## config.mk

```make
export PLATFORM = sky130hd
export DESIGN_NAME = clock_sequencer_flat
export DESIGN_NICKNAME = d
export VERILOG_FILES = /design/src/rtl/clock_sequencer_pkg.sv /design/src/rtl/clock_sequencer_if.sv /design/src/rtl/clock_sequencer_sync_2ff.sv /design/src/rtl/clock_sequencer.sv /design/src/flat_wrapper.sv
export SDC_FILE = /design/constraint.sdc
export NUM_CORES = 1
export LEC_CHECK = 0
export ABC_AREA = 1
export CELL_PAD_IN_SITES_DETAIL_PLACEMENT = 1
export CELL_PAD_IN_SITES_GLOBAL_PLACEMENT = 2
export CORE_MARGIN = 2
export CORE_UTILIZATION = 33
export DETAILED_ROUTE_END_ITERATION = 10
export PLACE_DENSITY_LB_ADDON = 0.1
export REMOVE_ABC_BUFFERS = 1
export SETUP_SLACK_MARGIN = 0.1
export SYNTH_ARGS = -nofsm -noshare
export SYNTH_HDL_FRONTEND = slang
export SYNTH_SLANG_ARGS = --single-unit
```

## constraint.sdc

```tcl
create_clock -name clk_33 -period 3.76 [get_ports clk_33]
set_clock_uncertainty 0.15 [all_clocks]
set_input_delay 0.752 -clock clk_33 [delete_from_list [all_inputs] [get_ports clk_33]]
set_output_delay 0.752 -clock clk_33 [all_outputs]
set_load 0.01 [all_outputs]
```

## src/rtl/clock_sequencer_pkg.sv

```systemverilog
// Shared encodings, widths and helpers for the clock_controller bring-up sequencer.
package clock_sequencer_pkg;

  localparam int unsigned STATE_W = 3;
  localparam int unsigned RETRY_W = 4;
  localparam int unsigned LOSS_W  = 8;

  typedef enum logic [STATE_W-1:0] {
    ST_RESET     = 3'd0,
    ST_WAIT_LOCK = 3'd1,
    ST_SETTLE    = 3'd2,
    ST_RUN       = 3'd3,
    ST_FAIL      = 3'd4
  } state_e;

  // Counter width sized to the largest timing parameter, never below one bit.
  function automatic int unsigned cnt_width(input int unsigned a, input int unsigned b,
                                            input int unsigned c);
    int unsigned m;
    m = a;
    if (b > m) m = b;
    if (c > m) m = c;
    return (m < 2) ? 1 : $clog2(m);
  endfunction

endpackage

```

## src/rtl/clock_sequencer_if.sv

```systemverilog
// Control/status bundle between the sequencer and the clock_controller/system side.
interface clock_sequencer_if;
  import clock_sequencer_pkg::*;

  logic               locked;
  logic               restart;
  logic               pll_rst;
  logic               sys_rst;
  logic               ready;
  logic               failed;
  logic [RETRY_W-1:0] retry_cnt;
  logic [LOSS_W-1:0]  loss_cnt;
  logic [STATE_W-1:0] state;

  modport master (
    input  locked, restart,
    output pll_rst, sys_rst, ready, failed, retry_cnt, loss_cnt, state
  );

  modport slave (
    output locked, restart,
    input  pll_rst, sys_rst, ready, failed, retry_cnt, loss_cnt, state
  );

endinterface

```

## src/rtl/clock_sequencer_sync_2ff.sv

```systemverilog
// Two-flop synchroniser for a single asynchronous level, clears to 0 on reset.
module clock_sequencer_sync_2ff (
  input  logic clk,
  input  logic rst,
  input  logic d,
  output logic q
);

  logic meta;

  always_ff @(posedge clk) begin
    if (rst) begin
      meta <= 1'b0;
      q    <= 1'b0;
    end else begin
      meta <= d;
      q    <= meta;
    end
  end

endmodule

```

## src/rtl/clock_sequencer.sv

```systemverilog
// Bring-up and supervision FSM for clock_controller: reset pulse, lock wait,
// settle qualification, run supervision with retry/loss accounting.
module clock_sequencer
  import clock_sequencer_pkg::*;
#(
  parameter int unsigned RST_PULSE_CYCLES    = 33,
  parameter int unsigned LOCK_TIMEOUT_CYCLES = 33000,
  parameter int unsigned SETTLE_CYCLES       = 1024,
  parameter int unsigned MAX_RETRIES         = 7
) (
  input  logic              clk_33,
  input  logic              rst,
  clock_sequencer_if.master bus
);

  localparam int unsigned CNT_W = cnt_width(RST_PULSE_CYCLES, LOCK_TIMEOUT_CYCLES, SETTLE_CYCLES);
  localparam logic [CNT_W-1:0]   RST_LAST    = CNT_W'(RST_PULSE_CYCLES - 1);
  localparam logic [CNT_W-1:0]   TMO_LAST    = CNT_W'(LOCK_TIMEOUT_CYCLES - 1);
  localparam logic [CNT_W-1:0]   SETTLE_LAST = CNT_W'(SETTLE_CYCLES - 1);
  localparam logic [RETRY_W-1:0] RETRY_LIM   = RETRY_W'(MAX_RETRIES);

  logic               lock_s;
  state_e             state_q, state_nx;
  logic [CNT_W-1:0]   cnt_q, cnt_nx;
  logic [RETRY_W-1:0] retry_q, retry_nx;
  logic [LOSS_W-1:0]  loss_q, loss_nx;
  logic               attempt_fail;
  logic               pll_rst_q, pll_rst_nx;
  logic               sys_rst_q, sys_rst_nx;
  logic               ready_q, ready_nx;
  logic               failed_q, failed_nx;

  clock_sequencer_sync_2ff u_lock_sync (
    .clk (clk_33),
    .rst (rst),
    .d   (bus.locked),
    .q   (lock_s)
  );

  always_comb begin
    state_nx     = state_q;
    cnt_nx       = cnt_q + CNT_W'(1);
    retry_nx     = retry_q;
    loss_nx      = loss_q;
    attempt_fail = 1'b0;

    case (state_q)
      ST_RESET:     if (cnt_q == RST_LAST) state_nx = ST_WAIT_LOCK;
      ST_WAIT_LOCK: begin
        if (lock_s)                  state_nx     = ST_SETTLE;
        else if (cnt_q == TMO_LAST)  attempt_fail = 1'b1;
      end
      ST_SETTLE: begin
        if (!lock_s)                 attempt_fail = 1'b1;
        else if (cnt_q == SETTLE_LAST) state_nx   = ST_RUN;
      end
      ST_RUN: begin
        if (!lock_s) begin
          state_nx = ST_RESET;
          if (loss_q != '1) loss_nx = loss_q + LOSS_W'(1);
        end
      end
      ST_FAIL:      state_nx = ST_FAIL;
      default:      state_nx = ST_RESET;
    endcase

    if (attempt_fail) begin
      if ((MAX_RETRIES != 0) && (retry_q == RETRY_LIM)) begin
        state_nx = ST_FAIL;
      end else begin
        state_nx = ST_RESET;
        if (retry_q != '1) retry_nx = retry_q + RETRY_W'(1);
      end
    end

    if (state_nx == ST_RUN) retry_nx = '0;

    // restart outranks every lock-driven event, but lock-loss history survives it
    if (bus.restart) begin
      state_nx = ST_RESET;
      retry_nx = '0;
      loss_nx  = loss_q;
    end

    if ((state_nx != state_q) || bus.restart) cnt_nx = '0;

    pll_rst_nx = (state_nx == ST_RESET) || (state_nx == ST_FAIL);
    sys_rst_nx = (state_nx != ST_RUN);
    ready_nx   = (state_nx == ST_RUN);
    failed_nx  = (state_nx == ST_FAIL);
  end

  always_ff @(posedge clk_33) begin
    if (rst) begin
      state_q   <= ST_RESET;
      cnt_q     <= '0;
      retry_q   <= '0;
      loss_q    <= '0;
      pll_rst_q <= 1'b1;
      sys_rst_q <= 1'b1;
      ready_q   <= 1'b0;
      failed_q  <= 1'b0;
    end else begin
      state_q   <= state_nx;
      cnt_q     <= cnt_nx;
      retry_q   <= retry_nx;
      loss_q    <= loss_nx;
      pll_rst_q <= pll_rst_nx;
      sys_rst_q <= sys_rst_nx;
      ready_q   <= ready_nx;
      failed_q  <= failed_nx;
    end
  end

  assign bus.pll_rst   = pll_rst_q;
  assign bus.sys_rst   = sys_rst_q;
  assign bus.ready     = ready_q;
  assign bus.failed    = failed_q;
  assign bus.retry_cnt = retry_q;
  assign bus.loss_cnt  = loss_q;
  assign bus.state     = state_q;

endmodule

```

## src/flat_wrapper.sv

```systemverilog
// flat-port wrapper written by rule: the top's interface ports become plain ports
module clock_sequencer_flat import clock_sequencer_pkg::*;
#(
  parameter int unsigned RST_PULSE_CYCLES    = 33,
  parameter int unsigned LOCK_TIMEOUT_CYCLES = 33000,
  parameter int unsigned SETTLE_CYCLES       = 1024,
  parameter int unsigned MAX_RETRIES         = 7
)
  (clk_33, rst, bus_locked, bus_restart, bus_pll_rst, bus_sys_rst, bus_ready, bus_failed, bus_retry_cnt, bus_loss_cnt, bus_state);
  clock_sequencer_if bus_i ();
  input  logic clk_33;
  input  logic rst;
  input wire logic [$bits(bus_i.locked)-1:0] bus_locked;
  input wire logic [$bits(bus_i.restart)-1:0] bus_restart;
  output wire logic [$bits(bus_i.pll_rst)-1:0] bus_pll_rst;
  output wire logic [$bits(bus_i.sys_rst)-1:0] bus_sys_rst;
  output wire logic [$bits(bus_i.ready)-1:0] bus_ready;
  output wire logic [$bits(bus_i.failed)-1:0] bus_failed;
  output wire logic [$bits(bus_i.retry_cnt)-1:0] bus_retry_cnt;
  output wire logic [$bits(bus_i.loss_cnt)-1:0] bus_loss_cnt;
  output wire logic [$bits(bus_i.state)-1:0] bus_state;
  assign bus_i.locked = bus_locked;
  assign bus_i.restart = bus_restart;
  assign bus_pll_rst = bus_i.pll_rst;
  assign bus_sys_rst = bus_i.sys_rst;
  assign bus_ready = bus_i.ready;
  assign bus_failed = bus_i.failed;
  assign bus_retry_cnt = bus_i.retry_cnt;
  assign bus_loss_cnt = bus_i.loss_cnt;
  assign bus_state = bus_i.state;
  clock_sequencer #(.RST_PULSE_CYCLES(RST_PULSE_CYCLES), .LOCK_TIMEOUT_CYCLES(LOCK_TIMEOUT_CYCLES), .SETTLE_CYCLES(SETTLE_CYCLES), .MAX_RETRIES(MAX_RETRIES)) u_core (.clk_33(clk_33), .rst(rst), .bus(bus_i));
endmodule
```

# ---- Yosys cells after proc, flatten, opt, wreduce, memory -nomap -nowiden
# Index checks and enable logic that the tools add are counted.
dict set report totals {
  latchBits 0
  rom_bits 0
  ram_bits 0
  elab_cells 52
  in_bits 4
  out_inout_bits 19
  reg_bits 37
  mem_count 0
}
dict set report op_classes {
  eq_ne 15
  mul 0
  n_mux 13
  n_div 0
  n_bitwise 3
  addsub 3
  shift 0
  reduce_logical 8
  n_lt_le_gt_ge 0
}
# op n
set ops {}
lappend ops {{$mux 3} 8}
lappend ops {{$add 16x1->16 const B} 1}
lappend ops {{$eq 16x10->1 const B} 1}
lappend ops {{$eq 16x16->1 const B} 1}
lappend ops {{$eq 16x6->1 const B} 1}
lappend ops {{$pmux 3 s5} 1}
lappend ops {{$eq 3x2->1 const B} 4}
lappend ops {{$add 8x1->8 const B} 1}
lappend ops {{$ne 8x8->1 const B} 1}
lappend ops {{$eq 3x3->1 const B} 2}
lappend ops {{$logic_not 3->1} 2}
lappend ops {{$add 4x1->4 const B} 1}
lappend ops {{$eq 4x3->1 const B} 1}
lappend ops {{$ne 4x4->1 const B} 1}
lappend ops {{$reduce_and 4->1} 1}
lappend ops {{$eq 3x1->1 const B} 1}
lappend ops {{$mux 1} 3}
lappend ops {{$ne 3x2->1 const B} 1}
lappend ops {{$ne 3x3->1} 1}
lappend ops {{$not 1->1} 3}
lappend ops {{$reduce_and 3->1} 1}
lappend ops {{$reduce_or 3->1} 1}
lappend ops {{$logic_or 1x1->1} 2}
lappend ops {{$pmux 1 s2} 1}
lappend ops {{$reduce_or 2->1} 1}

# ---- Logic depth before layout (Yosys ltp)
dict set report depth {
  word_depth 9
  mapped_depth 13
}

# ---- By module
# A second synthesis with hierarchy kept.
dict set report hier_totals {
  hier_cells 253
  hier_area_um2 1870.5
}
# mod n_inst area_per_inst_um2 seq_area_each_um2 cells_each
set by_module_without_submodules {}
lappend by_module_without_submodules {clock_sequencer 1 1815.5 700.7 247}
lappend by_module_without_submodules {clock_sequencer_sync_2ff 1 55.1 40.0 6}

# ---- Worst setup path after synthesis
# No wires, ideal clock.
dict set report synth_path {
  path_type {reg-to-reg}
  startpoint {register u_core.cnt_q[0]}
  endpoint {register u_core.cnt_q[13]}
  t_arrival_ps 1555
  required_ps 3493
  stages_incl_launch_ff 10
  path_buffers 1
  period_less_slack_ps 1822
  slack_ps 1938
  cell_sequence {dfxtp_1 ha_1 nand3_2 nor3_4 nand3_2 nand3_2 nand4_1 nand3_4 buf_6 nor2_2}
}
dict set report synth_via {
  elab_chain_cells 9
}
# element line_no
set synth_rtl {}
lappend synth_rtl {{start, declared} clock_sequencer.sv:24} ;# logic [CNT_W-1:0] cnt_q, cnt_nx;
lappend synth_rtl {{start signal, assigned} clock_sequencer.sv:105} ;# cnt_q <= cnt_nx;
lappend synth_rtl {{$eq 16x10->1 or $eq 16x16->1 (tied branches)} {clock_sequencer.sv:55, clock_sequencer.sv:51}}
lappend synth_rtl {{$mux 3 or $mux 1 (tied branches)} {clock_sequencer.sv:55, clock_sequencer.sv:51}}
lappend synth_rtl {{$mux 3 or $mux 1 (tied branches)} {clock_sequencer.sv:54, clock_sequencer.sv:50}}
lappend synth_rtl {{$pmux 3 s5 or $pmux 1 s2 (tied branches)} clock_sequencer.sv:47} ;# case (state_q)
lappend synth_rtl {{$mux 3} clock_sequencer.sv:67} ;# if (attempt_fail) begin
lappend synth_rtl {{$mux 3} clock_sequencer.sv:79} ;# if (bus.restart) begin
lappend synth_rtl {{$ne 3x3->1} clock_sequencer.sv:85} ;# if ((state_nx != state_q) || bus.restart) cnt_nx = '0;
lappend synth_rtl {{$logic_or 1x1->1} clock_sequencer.sv:85}
lappend synth_rtl {{$reduce_or 2->1 (no source line)} n/a}
# Several ways; a longest one is shown, not always the timed one.
# A chain may end at the register's enable or synchronous reset.

# ---- Final worst setup path
dict set report layout_path {
  startpoint {register u_core.state_q[0], in the netlist u_core.bus.state[0]}
  endpoint {output port bus_state[0]}
}
# element line_no
set layout_lines {}
lappend layout_lines {{start, declared} clock_sequencer.sv:23} ;# state_e state_q, state_nx;
lappend layout_lines {{start signal, assigned} clock_sequencer.sv:104} ;# state_q <= state_nx;
lappend layout_lines {{end, declared} flat_wrapper.sv:21} ;# output wire logic [$bits(bus_i.state)-1:0] bus_state;
# No word-level cell between the ends.

==> qor.csv <==
stage,metric,value,unit
final_layout,multi_input_area,881,um2
power,p_sw_frac,0.224,
floorplanning,die_h,77.5,um
routing,post_drt_wl_per_cell,12.1,um
global_route,antenna_found_initial,0,
yosys,yosysSeqAreaShare,0.415,
routing,drc,0,
yosys,synthCells,237,
yosys,syn_area_per_cell,7.52,um2
global_route,grt_pass1_vias,1513,
setup_path,crit_required,2.86,ns
clocking,clock-sinks,37,
sta,setup_viol,0,
final_layout,n_fill_cell,645,
clocking,post_cts_buffers,0,
clocking,post_cts_resized,0,
floorplanning,die_area,6010,um2
flow_run,max_cap_violations,0,
setup_path,worstRegToRegCells,8,
clocking,numCtsBuffers,5,
routing,drt_first_pass_iters,4,
setup_path,worstPathMaxFanout,7,
clocking,clk_pin_slew_worst_paths,0.07,ns
yosys,yosysWarnings,0,
power,p_switching,158,uW
global_route,grt_use_total,0.151,
clocking,clk_latency,0.29,ns
power,p_int,550,uW
routing,vias,1522,
floorplanning,die_w,77.5,um
hold_path,hold_path.class,register to register,
placement,hpwl,3070,um
sta,whs,0.264,ns
setup_path,crit_arrival,1.36,ns
setup_path,cp_top_family,buffers and inverters,
global_route,grt_max_degree,17,
clocking,h-tree-depth,2,
power,power.density,327,nW/um2
global_route,overflow,0,
final_layout,regArea,741,um2
floorplanning,io_pins,23,
power,ir_drop,169,uV
setup_path,worstPathCellList,clkdlybuf4s50_1,
setup_path,timing.rr.end,u_core.bus.retry_cnt[1],
yosys,synth-main-ff-cell,dfxtp_1,
setup_path,crit_path_start_kind,register,
setup_path,crit_path_max_incr_delay,0.59,ns
placement,gp_congestion,0.725,
clocking,clockBufferDepth,2,
final_layout,fin_nets,273,
yosys,synth_cell_types,24,
power,power.leakage,0.000842,uW
power,p_clk_frac,0.401,
hold_path,min_from,u_core.u_lock_sync.meta,
setup_path,cp.buffers_inverters,1,
final_layout,final_cell_mix,"inv_1 (40), dfxtp_1 (37), nor2_1 (36)",
setup_path,r2r-start,u_core.cnt_q[0],
sta,rsz0062_at_grt,no,
global_route,grt_first_pass_wirelength,7120,um
yosys,synth-edff-count,0,
power,share_comb_of_total_power,0.038,
setup_path,critPathSlowestCell,clkdlybuf4s50_1,
final_layout,final_common_cell,inv_1,
sta,worst_pin_slew,0.544,ns
yosys,syn-cell-area,1780,um2
yosys,async_reset_ff_frac,0,
floorplanning,rows,26,
final_layout,diodes,0,
status,status,"finished, final reports clean",
sta,period_share,0.602,
clocking,clock-root-buffer,clkbuf_8,
hold_path,hold_path_depth,2,
sta,fin_crit,2.26,ns
clocking,cts_tree,built,
floorplanning,start_util,0.345,
final_layout,drive_gt1_frac,0.0868,
power,seqPwrFrac,0.561,
placement,portBuffers,22,
yosys,ys_ff_latch,37,
final_layout,syn_to_final_growth,21.5,%
sta,fin_setup_tns,0,ns
clocking,ctsHoldBuffers,0,
setup_path,critPathKind,register to output pin,
sta,slew_viol_final,0,
sta,hold_viol,0,
setup_path,endpoint_kind,output pin,
sta,slew_headroom,0.633,
setup_path,regToRegSetupSlack,1.54,ns
routing,totalWireLength,4040,um
routing,antenna_left,0,
sta,timing.fmax,442,MHz
routing,vias_per_cell,4.54,
routing,drt_iter0_drc,50,
floorplanning,coreArea,5170,um2
hold_path,whs_endpoint,u_core.u_lock_sync.q,
tightest hold or removal path, stage by stage, from the launching register on:
cell	delay, ns
dfxtp_1	0.30
inv_1	0.04
nor2_1	0.04
through the flow:
step / area, um2 / util / worst slack (ns) / total power [uW] / std cells
2_1_floorplan: 1770 / - / 1.94 / 423 / 236
3_3_place_gp: 2080 / 0.402 / 1.26 / 433 / 328
3_5_place_dp: 2080 / 0.402 / 1.26 / 434 / 328
4_1_cts: 2170 / 0.419 / 1.47 / 723 / 335
5_1_grt: 2170 / 0.419 / 1.37 / 743 / 335
6_report: 2170 / 0.419 / 1.50 / 708 / 335
metal layers:
metal  track usage  routed length (um)  vias up
li1              -                   -      800
met1         0.201                2040      697
met2         0.230                1820       19
met3        0.0372                 112        6
met4        0.0696                  74        0
met5             0                   0        -
worst max path at each step:
| stage | depth (start not counted) | slack [ns] | from | endpoint |
|---|---|---|---|---|
| floorplan | 5 | 1.94 | bus_restart | u_core.bus.loss_cnt[3] |
| global placement | 7 | 1.26 | bus_restart | u_core.bus.loss_cnt[5] |
| detailed placement | 7 | 1.26 | bus_restart | u_core.bus.loss_cnt[5] |
| CTS | 8 | 1.47 | u_core.cnt_q[0] | u_core.bus.retry_cnt[0] |
| global route | 8 | 1.37 | u_core.cnt_q[0] | u_core.bus.retry_cnt[0] |
| finish | 1 | 1.50 | u_core.bus.state[0] | bus_state[0] |
power groups by stage:
stage / Combinational, uW / Sequential [uW] / Clock, uW
floorplan: 16.9 / 406 / 0
CTS: 28.1 / 397 / 298
finish: 27.2 / 397 / 284
detailed placement: 28.0 / 406 / 0
global placement: 27.2 / 406 / 0
global route: 30.5 / 397 / 315
cell type report:
type,count,share of cell area
well taps,70,0.0404
flip-flops and latches,37,0.342
repair buffers,22,0.102
multi-input cells,159,0.407
clock buffers,7,0.0399
inverters,40,0.0693
kinds of logic (layout without fill, tap and decap cells):
logic type | after synthesis | count (layout) | synth area share
simple gates | 115 | 115 | 0.312
xor+xnor | 17 | 17 | 0.0835
compound gates | 23 | 23 | 0.0702
buf+inv | 41 | 69 | 0.0905
flops | 37 | 37 | 0.415
fa+ha+maj | 4 | 4 | 0.0281
Yosys cell counts, drive strengths merged, types with 2 or more instances:
master	instances	area share
nand2	36	0.077
nor4	2	0.0070
o21ai	7	0.020
inv	40	0.084
nor3	6	0.023
nand4	4	0.014
ha	4	0.028
nand3	21	0.077
nor2	46	0.11
xnor2	9	0.044
xor2	8	0.039
dfxtp	37	0.42
a21oi	12	0.034
flip-flops by register name (all words and copies together) (netlist names):
register and flops:
u_core.u_lock_sync.q 1, u_core.bus.retry_cnt 4, u_core.u_lock_sync.meta 1, u_core.bus.failed 1, u_core.bus.sys_rst 1, u_core.bus.pll_rst 1
u_core.bus.state 3, u_core.bus.ready 1, u_core.cnt_q 16, u_core.bus.loss_cnt 8
No activity file was read; power rests on OpenSTA's default activity.
